## src/rtl/fetch_unit_pkg.sv

```systemverilog
// rtl/fetch_unit_pkg.sv - shared fetch/decode types, reset values and opcode constants
package fetch_unit_pkg;

  // Fetch sequencer: issue a request, then present the word until accepted
  typedef enum logic {
    ST_FETCH = 1'b0,
    ST_HOLD  = 1'b1
  } fetch_state_e;

  localparam logic [31:0] RESET_PC_DEFAULT = 32'h0040_0000;
  localparam logic [31:0] NOP_INSTR        = 32'h0000_0013;  // addi x0, x0, 0

  // Major opcodes, shared with the control decoder
  localparam logic [6:0] OPC_R     = 7'h33;
  localparam logic [6:0] OPC_I     = 7'h13;
  localparam logic [6:0] OPC_LUI   = 7'h37;
  localparam logic [6:0] OPC_LW    = 7'h03;
  localparam logic [6:0] OPC_SW    = 7'h23;
  localparam logic [6:0] OPC_B     = 7'h63;
  localparam logic [6:0] OPC_JAL   = 7'h6F;
  localparam logic [6:0] OPC_JALR  = 7'h67;
  localparam logic [6:0] OPC_AUIPC = 7'h17;

  // Force an address onto a word boundary; the low two bits are simply dropped
  function automatic logic [31:0] align_word(input logic [31:0] addr);
    return addr & 32'hFFFF_FFFC;
  endfunction

endpackage

```

## src/rtl/fetch_unit_pc_reg.sv

```systemverilog
// rtl/fetch_unit_pc_reg.sv - word-aligned fetch address register
module pc_reg
  import fetch_unit_pkg::*;
#(
  parameter logic [31:0] RESET_PC = RESET_PC_DEFAULT
) (
  input  logic        clk,
  input  logic        reset,
  input  logic        inc_en,
  input  logic        load_en,
  input  logic [31:0] load_addr,
  output logic [31:0] pc_q
);

  // Redirect load wins over sequential increment; increment wraps modulo 2^32
  always_ff @(posedge clk or negedge reset) begin
    if (!reset) begin
      pc_q <= align_word(RESET_PC);
    end else if (load_en) begin
      pc_q <= align_word(load_addr);
    end else if (inc_en) begin
      pc_q <= pc_q + 32'd4;
    end
  end

endmodule

```

## src/rtl/fetch_unit.sv

```systemverilog
// rtl/fetch_unit.sv - two-state instruction fetch sequencer with redirect handling
module fetch_unit
  import fetch_unit_pkg::*;
#(
  parameter logic [31:0] RESET_PC = RESET_PC_DEFAULT
) (
  input  logic        clk,
  input  logic        reset,
  output logic        imem_req_o,
  output logic [31:0] imem_addr_o,
  input  logic        imem_ready_i,
  input  logic [31:0] imem_rdata_i,
  output logic        instr_valid_o,
  output logic [31:0] instr_o,
  output logic [31:0] pc_o,
  input  logic        instr_ready_i,
  input  logic        redirect_i,
  input  logic [31:0] redirect_target_i,
  output logic        misaligned_o,
  output logic [31:0] retired_cnt_o
);

  fetch_state_e state_q;
  logic [31:0]  pc_q;
  logic         pc_inc;

  // Sequential advance only when the decoder takes the word and no redirect overrides it
  assign pc_inc = (state_q == ST_HOLD) && instr_ready_i && !redirect_i;

  pc_reg #(
    .RESET_PC (RESET_PC)
  ) u_pc_reg (
    .clk       (clk),
    .reset     (reset),
    .inc_en    (pc_inc),
    .load_en   (redirect_i),
    .load_addr (redirect_target_i),
    .pc_q      (pc_q)
  );

  // Handshake outputs decode straight off the state flop
  assign imem_req_o    = (state_q == ST_FETCH);
  assign instr_valid_o = (state_q == ST_HOLD);
  assign imem_addr_o   = pc_q;

  // Fetch FSM with registered instruction, pc, retire count and misalignment flag
  always_ff @(posedge clk or negedge reset) begin
    if (!reset) begin
      state_q       <= ST_FETCH;
      instr_o       <= NOP_INSTR;
      pc_o          <= RESET_PC;
      retired_cnt_o <= 32'd0;
      misaligned_o  <= 1'b0;
    end else begin
      misaligned_o <= redirect_i && (redirect_target_i[1:0] != 2'b00);
      case (state_q)
        ST_FETCH: begin
          // A redirect discards any word returned in the same cycle
          if (!redirect_i && imem_ready_i) begin
            instr_o <= imem_rdata_i;
            pc_o    <= pc_q;
            state_q <= ST_HOLD;
          end
        end
        ST_HOLD: begin
          // The presented word retires if accepted, even alongside a redirect
          if (instr_ready_i) begin
            retired_cnt_o <= retired_cnt_o + 32'd1;
          end
          if (instr_ready_i || redirect_i) begin
            state_q <= ST_FETCH;
          end
        end
        default: state_q <= ST_FETCH;
      endcase
    end
  end

endmodule

```

## config.mk

```make
export PLATFORM = sky130hd
export DESIGN_NAME = fetch_unit
export DESIGN_NICKNAME = d
export VERILOG_FILES = /design/src/rtl/fetch_unit_pkg.sv /design/src/rtl/fetch_unit_pc_reg.sv /design/src/rtl/fetch_unit.sv
export SDC_FILE = /design/constraint.sdc
export NUM_CORES = 1
export LEC_CHECK = 0
export ABC_CLOCK_PERIOD_IN_PS = 6300
export CORE_ASPECT_RATIO = 0.5
export CORE_MARGIN = 5
export CORE_UTILIZATION = 28
export DETAILED_ROUTE_END_ITERATION = 16
export HOLD_SLACK_MARGIN = 0.08
export PLACE_DENSITY = 0.65
export SLEW_MARGIN = 10
export SYNTH_ARGS = -nofsm -noshare
export SYNTH_HDL_FRONTEND = slang
export SYNTH_HIERARCHICAL = 1
export SYNTH_SLANG_ARGS = --single-unit
```

## constraint.sdc

```tcl
create_clock -name clk -period 6.3 [get_ports clk]
set_input_delay 0.63 -clock clk [delete_from_list [all_inputs] [get_ports clk]]
set_output_delay 0.63 -clock clk [all_outputs]
set_load 0.02 [all_outputs]
```

### After elaboration in Yosys (flattened, before gate mapping)

Index checks and enable logic that the tools add are counted.
W data, S select, Z words.

* add/sub/neg operators: 2
* multipliers: 0
* div/mod/pow operators: 0
* order comparisons: 0
* equal/unequal tests: 0
* shifts and indexed selects: 0
* mux-type cells: 5
* bitwise logic cells: 1
* reductions and logical operators: 10

Operators with widths (number)
* $mux W32: 2
* $add A32 B1 Y32 const B: 1
* $add A32 B3 Y32 const B: 1
* $logic_and A1 B1 Y1: 4
* $reduce_and A2 Y1: 2
* $reduce_bool A2 Y1: 2
* $mux W1: 2
* $pmux W1 S2: 1
* $logic_not A1 Y1: 1
* $logic_or A1 B1 Y1: 1
* $not A1 Y1: 1

* bits in registers: 130
* latch bits: 0
* RAM bits: 0
* memory bits (read-only): 0
* word-level logic and storage cells: 24
* memories: 0

### Depth between registers and ports, before layout

* depth in word-level cells: 4
* mapped depth: 8
* depth with buffers taken out: 7

### Modules after synthesis

The synthesis kept the hierarchy.

Modules (own cells, without submodules)
* fetch_unit: instances 1, cells each 276, area each 3966.3 um^2, sequential area each 2457.4 um^2
* pc_reg: instances 1, cells each 192, area each 1730.4 um^2, sequential area each 752.0 um^2

### Worst setup path after synthesis

OpenSTA, ideal clock, no wires.

* path type: input port to flip-flop
* start: input instr_ready_i
* end: register u_pc_reg.pc_q[28]
* arrival time: 2.150 ns
* data required time: 6.175 ns
* setup slack: 4.025 ns
* stages on the path: 7
* path buffers: 0
* path through: nand2_1 -> nor2_1 -> and3_1 -> nand3_1 -> nor4_1 -> xor2_1 -> mux2_2

* longest elaborated chain between the ends: 3

Ends and longest elaborated chain
* from (decl): RTL line fetch_unit.sv:16 `input logic instr_ready_i,`
* $logic_and A1 B1 Y1 (2 in series): RTL line fetch_unit.sv:28 `assign pc_inc = (state_q == ST_HOLD) && instr_ready_i && !redirect_i;`
* named net pc_inc: RTL line fetch_unit.sv:25 `logic pc_inc;`
* $reduce_bool A2 Y1 (no source line)
* to (signal assigned): RTL line fetch_unit_pc_reg.sv:18 `pc_q <= align_word(RESET_PC);`
* to (signal assigned): RTL line fetch_unit_pc_reg.sv:20 `pc_q <= align_word(load_addr);`
* to (signal assigned): RTL line fetch_unit_pc_reg.sv:22 `pc_q <= pc_q + 32'd4;`
* to (decl): RTL line fetch_unit_pc_reg.sv:12 `output logic [31:0] pc_q`

The timed path passes the listed nets, and every way through them passes these cells.
A chain may end at the register's enable or synchronous reset.

### Worst setup path in the final report

* start: input instr_ready_i
* end: register u_pc_reg.pc_q[31]

The elaborated chain is that of the path after synthesis.

==> impl_metrics.tcl <==
set metrics [dict create \
    detail-route-antenna-nets 0 \
    async_flop_share_pct 100.0 \
    cp_data_required_time_ps 6580 \
    synth_cell_types 42 \
    max_freq_ghz 0.3573 \
    fill_cells 1897 \
    cts.clk_slew.worst_paths_ps 60 \
    core_area_mm2 0.01973 \
    max_cap_viol_count 0 \
    portBuffers 197 \
    r2r_end "u_pc_reg/pc_q[31]" \
    rsz0062_at_grt "no" \
    cpLargestDelayFamily "simple AND/OR/NAND/NOR gates" \
    syn_area_mm2 0.005697 \
    synthToLayoutAreaGrowth_pct 50.54 \
    layout_min_cycle_time_ps 2799 \
    dr_total_vias 4240 \
    p_leak_nw 3.488 \
    cpPeakStageDelay_ps 600 \
    path_cells "clkdlybuf4s50_1, nand2_1, nor2_1, nand4_2, or3_1, nor4_4, xnor2_1, o21ai_1" \
    p_int_w 0.001972 \
    ys_seq_area_share_pct 56.34 \
    critical_path_buf_inv_count 1 \
    final_nets 742 \
    setup_violations 0 \
    syn-instance-count 468 \
    post-dp-hpwl_um 11610 \
    drv_slew 0 \
    drc 0 \
    cp_slowest_cell "or3_1" \
    root_buffer "clkbuf_16" \
    cts_sinks 128 \
    yosys-top-cells-count "dfrtp_1 (123), mux2_2 (57), nand2_1 (56), xnor2_1 (37)" \
    synth_edf_count 0 \
    synth_top_cell_by_area "dfrtp_1" \
    synth_top_area_share_pct 54.03 \
    postCtsSetupBuffers 0 \
    crit_arrival_ps 3080 \
    yosys_warnings 6 \
    grt.overflow.total 0 \
    powerDensity_mw_per_mm2 318.6 \
    power_frac_comb_pct 22.7 \
    netSwitchingFraction_pct 27.82 \
    h-tree-depth 4 \
    rr_worst_depth 7 \
    grt_pass1_vias 4520 \
    clk_path_buf_depth 2 \
    peakVddDrop_mv 0.1902 \
    p_sw_w 0.0007599 \
    cts_tree "yes" \
    fp-row-count 36 \
    initial_core_util_pct 28.87 \
    crit_fanout 9 \
    antenna_found_initial 1 \
    yosysMostFrequentCell "dfrtp_1" \
    whs_ps 386.2 \
    synth_flop_cell "dfrtp_1" \
    post_cts_resized 0 \
    numCtsBuffers 17 \
    end_kind "register" \
    worstSetupStartpointType "input pin" \
    ioPinCount 200 \
    die_height_um 110.9 \
    relSlewSlack_pct 28.73 \
    drive_above_1_share_pct 17.11 \
    grt_max_degree 80 \
    status "finished, final reports clean" \
    min_path_type "in -> async" \
    power.share.clock_pct 39.5 \
    hold_viol 0 \
    syn_area_per_cell_um2 12.17 \
    timing.rr.start "instr_valid_o" \
    seq_power_share_pct 37.8 \
    wire_per_inst_um 16.61 \
    holdBufCountCts 0 \
    grt_pass1_wl_um 25730 \
    globalplace.congestion 0.7416 \
    grt_usage_pct 13.94 \
    vias_per_cell 4.458 \
    ff2ff_setup_slack_ps 3790 \
    die_w_um 211.7 \
    yosys-top-cells-area "dfrtp_1 (54%), mux2_2 (11%), xnor2_1 (5.7%)" \
    fin_worst_skew_ps 6.118 \
    tightest_slew_ps 1061 \
    synth-seq-cells 128 \
    clkLatencyLatePin_ps 410 \
    tns_ps 0 \
    crit_type "in -> reg" \
    dr.pass1.iters 4 \
    min_period_over_period_pct 44.42 \
    wirelength_um 15790 \
    dieArea_mm2 0.02347 \
    drt_iter0_markers 260 \
]
## metrics by stage
step / utilization (%) / setup slack [ps] / area (um2) / std cells / total power [W]
after floorplan: - / 4025 / 5700 / 469 / 0.001323
after global placement: 40.20 / 3122 / 7930 / 918 / 0.001666
after detailed placement: 40.20 / 3050 / 7930 / 918 / 0.001677
after CTS: 43.46 / 3507 / 8573 / 950 / 0.002776
after global routing: 43.47 / 3254 / 8576 / 951 / 0.002856
final: 43.47 / 3501 / 8576 / 951 / 0.002732
## how the worst max path moves through the flow
stage | slack (ps) | depth (start not counted) | from | endpoint
floorplan | 4020 | 7 | instr_ready_i | u_pc_reg/pc_q[28]
global placement | 3120 | 8 | instr_ready_i | u_pc_reg/pc_q[31]
finish | 3500 | 8 | instr_ready_i | u_pc_reg/pc_q[31]
global route | 3250 | 8 | instr_ready_i | u_pc_reg/pc_q[23]
detailed placement | 3050 | 8 | instr_ready_i | u_pc_reg/pc_q[19]
CTS | 3510 | 8 | instr_ready_i | u_pc_reg/pc_q[19]
## final cells by class
cell class,count,area (um2),share of cell area (%)
Antenna cell,1,2.502,0.02918
Clock buffer,18,429.2,5.004
Clock inverter,14,214.0,2.495
Inverter,8,30.03,0.3502
Multi-Input combinational cell,316,2371,27.65
Sequential cell,128,3209,37.42
Tap cell,266,332.8,3.881
Timing Repair Buffer,200,1987,23.17
## kinds of logic after synthesis
family	synth area share, %
buffers and inverters	2.240
xor gates and xnor gates	9.225
other	0.06583
and+or+nand+nor	15.64
muxes	13.22
adders and majority gates	0.4392
AOI/OAI and AO/OA	2.833
DFF	56.34
## flip-flops by register name, indices dropped and copies added, names as in the netlist
name / cells
instr_o: 32
pc_o: 32
retired_cnt_o: 32
u_pc_reg/pc_q: 30
instr_valid_o: 1
misaligned_o: 1
## power by group through the flow
stage               sequential (W)  combinational, W  clock [W]
floorplan                  0.00118          0.000144          0
global placement           0.00104          0.000624          0
detailed placement         0.00105          0.000629          0
CTS                        0.00104          0.000630    0.00111
global route               0.00105          0.000655    0.00115
finish                     0.00103          0.000619    0.00108
## cells in the final DEF (no fill, tap or decap), types with 3 or more instances in the layout
cell type	instances
nor4_2	6
o21ai_0	23
buf_4	4
mux2_2	57
and3_1	8
clkdlybuf4s50_1	195
nor3_1	14
o21ai_1	5
dfrtp_1	123
xnor2_1	37
nand2_1	56
nand3_1	17
mux2_1	9
and4_1	4
and2_1	3
clkinv_2	3
nor4_1	3
clkinvlp_4	3
nor4_4	4
dfstp_2	5
nand4_1	12
bufinv_16	5
nor2_1	11
clkbuf_16	17
xor2_1	23
inv_1	8
## layer usage
metal  vias to the layer above  track usage, %  wire (um)
li1                       2032               -          -
met1                      2090           16.62       6569
met2                        93           23.43       8128
met3                        25           3.902        625
met4                         0           6.346        470
met5                         -               0          0
Power figures use the tool's default switching activity.
